### src/rtl/instr_queue.sv
// Fetch-to-decode instruction FIFO. The immediate-source select and the illegal-opcode
// flag are pre-decoded when an entry is pushed, so decode reads them registered.

module instr_predecode (
   input  logic [6:0] opcode,
   output logic [2:0] immsrc,
   output logic       illegal
);
   always_comb begin
      immsrc  = 3'b000;
      illegal = 1'b0;
      case (opcode)
         7'b0000011, 7'b0010011, 7'b1100111,
         7'b0110011, 7'b1110011, 7'b0001111: immsrc = 3'b000;
         7'b0100011:                         immsrc = 3'b001;
         7'b1100011:                         immsrc = 3'b010;
         7'b1101111:                         immsrc = 3'b011;
         7'b0110111, 7'b0010111:             immsrc = 3'b100;
         default: begin
            immsrc  = 3'b111;
            illegal = 1'b1;
         end
      endcase
   end
endmodule

module instr_queue #(
   parameter int DEPTH = 2
) (
   input  logic                     clk,
   input  logic                     reset,
   input  logic                     f_valid,
   output logic                     f_ready,
   input  logic [31:0]              f_instr,
   input  logic [31:0]              f_pc,
   input  logic                     flush,
   output logic                     d_valid,
   input  logic                     d_ready,
   output logic [31:0]              d_instr,
   output logic [31:0]              d_pc,
   output logic [2:0]               d_immsrc,
   output logic                     d_illegal,
   output logic [$clog2(DEPTH):0]   count
);
   localparam int AW = $clog2(DEPTH);
   localparam int CW = AW + 1;
   localparam logic [CW-1:0] FULL = CW'(DEPTH);

   typedef struct packed {
      logic [31:0] instr;
      logic [31:0] pc;
      logic [2:0]  immsrc;
      logic        illegal;
   } entry_t;

   entry_t          mem [DEPTH];
   entry_t          wr_entry;
   entry_t          rd_entry;
   logic [AW-1:0]   wptr, rptr;
   logic [CW-1:0]   cnt;
   logic            push, pop;
   logic [2:0]      pd_immsrc;
   logic            pd_illegal;

   instr_predecode u_pd (
      .opcode  (f_instr[6:0]),
      .immsrc  (pd_immsrc),
      .illegal (pd_illegal)
   );

   // full queue refuses a push even if it pops this cycle
   assign f_ready = (cnt != FULL);
   assign d_valid = (cnt != '0);
   assign push    = f_valid && f_ready;
   assign pop     = d_valid && d_ready;

   assign wr_entry = '{instr: f_instr, pc: f_pc, immsrc: pd_immsrc, illegal: pd_illegal};
   assign rd_entry = mem[rptr];

   always_ff @(posedge clk or negedge reset) begin
      if (!reset) begin
         wptr <= '0;
         rptr <= '0;
         cnt  <= '0;
         for (int i = 0; i < DEPTH; i++) mem[i] <= '0;
      end else if (flush) begin
         wptr <= '0;
         rptr <= '0;
         cnt  <= '0;
      end else begin
         if (push) begin
            mem[wptr] <= wr_entry;
            wptr      <= wptr + AW'(1);
         end
         if (pop) rptr <= rptr + AW'(1);
         case ({push, pop})
            2'b10:   cnt <= cnt + CW'(1);
            2'b01:   cnt <= cnt - CW'(1);
            default: cnt <= cnt;
         endcase
      end
   end

   assign d_instr   = rd_entry.instr;
   assign d_pc      = rd_entry.pc;
   assign d_immsrc  = rd_entry.immsrc;
   assign d_illegal = rd_entry.illegal;
   assign count     = cnt;

endmodule

### config.mk
export PLATFORM = sky130hd
export DESIGN_NAME = instr_queue
export DESIGN_NICKNAME = d
export VERILOG_FILES = /design/src/rtl/instr_queue.sv
export SDC_FILE = /design/constraint.sdc
export NUM_CORES = 1
export LEC_CHECK = 0
export CAP_MARGIN = 15
export CELL_PAD_IN_SITES_DETAIL_PLACEMENT = 1
export CELL_PAD_IN_SITES_GLOBAL_PLACEMENT = 2
export CORE_MARGIN = 2
export CORE_UTILIZATION = 37
export CTS_BUF_LIST = sky130_fd_sc_hd__clkbuf_4 sky130_fd_sc_hd__clkbuf_8
export CTS_CLUSTER_DIAMETER = 80
export CTS_CLUSTER_SIZE = 28
export DETAILED_ROUTE_END_ITERATION = 6
export PLACE_DENSITY = 0.94
export SETUP_SLACK_MARGIN = 0.1
export SYNTH_ARGS = -nofsm -noshare
export SYNTH_HDL_FRONTEND = slang
export SYNTH_SLANG_ARGS = --single-unit
export TNS_END_PERCENT = 5
### constraint.sdc
create_clock -name clk -period 2.25 [get_ports clk]
set_clock_uncertainty 0.2 [all_clocks]
set_input_delay 0.3375 -clock clk [delete_from_list [all_inputs] [get_ports clk]]
set_output_delay 0.3375 -clock clk [all_outputs]
set_load 0.005 [all_outputs]
==> impl_metrics.json, run 1 <==
{
  "status": "complete, but fails checks",
  "violations": "setup timing",
  "vias": 4194,
  "clock_path_buffers": 2,
  "seq_area_frac_synth_pct": 53.85,
  "arrival_ns": 1.83,
  "htreeDepth": 4,
  "avgRoutedWirePerCell_um": 20.82,
  "p_leak_uw": 0.003979,
  "grt_max_degree": 51,
  "drc": 0,
  "gp_congestion": 0.7353,
  "drtIter0Drc": 156,
  "grt_antenna_before_repair": 1,
  "final_cell_mix": "138 x dfrtp_1, 119 x mux2_2, 73 x mux2_4",
  "syn_to_final_growth_pct": 38.04,
  "synth.avg_cell_area_um2": 15.42,
  "final_core_util_pct": 52.11,
  "cap_violations": 0,
  "ir_worst_vdd_mv": 0.4031,
  "rows": 48,
  "layout_setup_ws_ns": -0.1177,
  "finalCritPeriodShare_pct": 105.2,
  "io_buffers": 140,
  "grt_pass1_vias": 4866,
  "grt_use_total_pct": 19.79,
  "core-area_um2": 17240,
  "yosys.area.top_type_share_pct": 53.85,
  "cp_max_fo": 6,
  "dieWidth_um": 136.6,
  "grt-ovfl-total": 0,
  "synth_nets": 491,
  "rsz0062_at_grt": "yes",
  "maxSlewViolCount": 0,
  "synth_area_um2": 6506,
  "design.die.area_um2": 18660,
  "die_y_um": 136.6,
  "setup_viol": 10,
  "fmax_mhz": 422.3,
  "fin_total_pwr_uw": 7960,
  "cp-end-kind": "output port",
  "yosysTopAreaCell": "dfrtp_1",
  "cts_root_buffer": "clkbuf_8",
  "worstMarginPinSlew_ns": 0.4801,
  "ys_warn_count": 0,
  "vias_per_cell": 4.981,
  "setup_tns_ns": -0.3708,
  "startpoint": "rptr",
  "ys_types": 34,
  "worst_ep_required_time_ns": 1.71,
  "hpwl_um": 10710,
  "cts.sinks": 140,
  "fin_crit_ns": 2.368,
  "ys_ff_latch": 140,
  "ios": 141,
  "nets": 672,
  "criticalPathCategory": "reg2out",
  "clk_pin_slew_ns": 0.09,
  "yosys-top-cells-area": "dfrtp_1 54%, mux2_2 22%, mux2_4 15%, buf_6 1.9%, mux2_1 0.87%",
  "drive_above_1_share_pct": 56.17,
  "grt_pass1_wl_um": 27820,
  "hold_viol": 0,
  "routed_wl_um": 17530,
  "clk_latency_ns": 0.45,
  "cts_tree": "built",
  "final_common_cell": "dfrtp_1",
  "synthCells": 422,
  "worstReg2RegStart": "count[0]",
  "dr.pass1.iters": 4,
  "slew-limit-headroom_pct": 68.00,
  "worstHoldPathType": "in2async",
  "cp-start-kind": "flop",
  "start_util_pct": 37.75,
  "p_per_area_nw_per_um2": 886.3,
  "detail-route-antenna-nets": 0,
  "cts_made_buffers": 17
}
-- through the flow --
| step | hold slack (ns) | cells | instance area, um2 | setup slack (ns) |
|---|---|---|---|---|
| floorplan | -0.1581 | 422 | 6506 | 0.4342 |
| global placement | 0.1047 | 786 | 8300 | 0.05433 |
| detailed placement | 0.1115 | 786 | 8300 | 0.04346 |
| CTS | 0.1658 | 840 | 9025 | -0.1406 |
| global route | 0.1921 | 842 | 8981 | -0.1887 |
| finish | 0.1865 | 842 | 8981 | -0.1177 |
-- cells in the mapped netlist, drive strengths merged --
cell type / number
mux2: 197
dfrtp: 140
buf: 19
nor2: 11
a21oi: 7
clkbuf: 5
inv: 5
nand2: 5
nand2b: 4
o21ai: 4
a31oi: 3
nor2b: 3
nor4: 2
a211oi: 1
a21boi: 1
a22oi: 1
a2bb2oi: 1
a41oi: 1
and2b: 1
and3: 1
nand3: 1
nand3b: 1
nand4b: 1
o22a: 1
o32a: 1
o32ai: 1
or2: 1
or3b: 1
xnor2: 1
xor2: 1
-- routing by layer --
metal  wire, um  vias to the layer above  track usage (%)
met5          0                        -                0
met4        263                        0            6.019
met3        952                       20            4.778
met2       8917                      111            34.06
met1       7395                     2186            24.57
li1           -                     1877                -
-- area by class of cell --
class / count / area (um2)
Clock buffer: 17 / 234.0
Fill cell: 1701 / 8255
Tap cell: 225 / 281.5
Sequential cell: 140 / 3506
Antenna cell: 1 / 2.502
Timing Repair Buffer: 186 / 1937
Clock inverter: 15 / 153.9
Inverter: 5 / 18.77
Multi-Input combinational cell: 253 / 2848
-- report_power, final --
part	switching (uW)	internal, uW	total, uW
Clock	1110	912	2020
Sequential	383	3180	3560
Combinational	800	1570	2370
-- flip-flops by register name, summed over array words and instances, names as in the netlist --
| name | cells |
|---|---|
| count | 2 |
| mem | 136 |
| wptr | 1 |
| rptr | 1 |
-- critical path, cell delays in order (launching register included) --
cell,delay (ns)
dfrtp_2,0.44
buf_6,0.14
buf_16,0.13
buf_8,0.13
buf_6,0.12
mux2_4,0.29
buf_6,0.12
-- kinds of logic after synthesis --
kind of cell | share of synthesized area, %
AO/OA/AOI/OAI | 2.173
flip-flops | 53.85
multiplexers | 37.85
AND/OR/NAND/NOR | 2.789
buffers and inverters | 3.077
XOR/XNOR | 0.2693
-- worst paths after layout --
path / cells after the start / to / slack (ns)
max reg2reg: 4 / mem[110] / 0.44
max in group asynchronous: 3 / count[1] / 0.94
min: 2 / mem[20] / 0.19
min in group clk: 2 / mem[42] / 0.29
max: 6 / d_pc[3] / -0.12
min reg2reg: 2 / mem[42] / 0.29
-- repair_timing --
action	4_1_cts	5_1_grt
setup buffers	17	1
hold buffers	1	0
pin swaps	1	0
endpoints found under the setup margin	70	69
gates cloned	7	0
hold endpoints to repair	56	0
resized for setup	293	27
No activity file was read; power rests on OpenSTA's default activity.
==> run 2: changes to the inputs <==
- CAP_MARGIN: 15 -> unset
==> results of run 2 <==
Same layout as run 1: the final DEF is identical, and so are final timing and power.
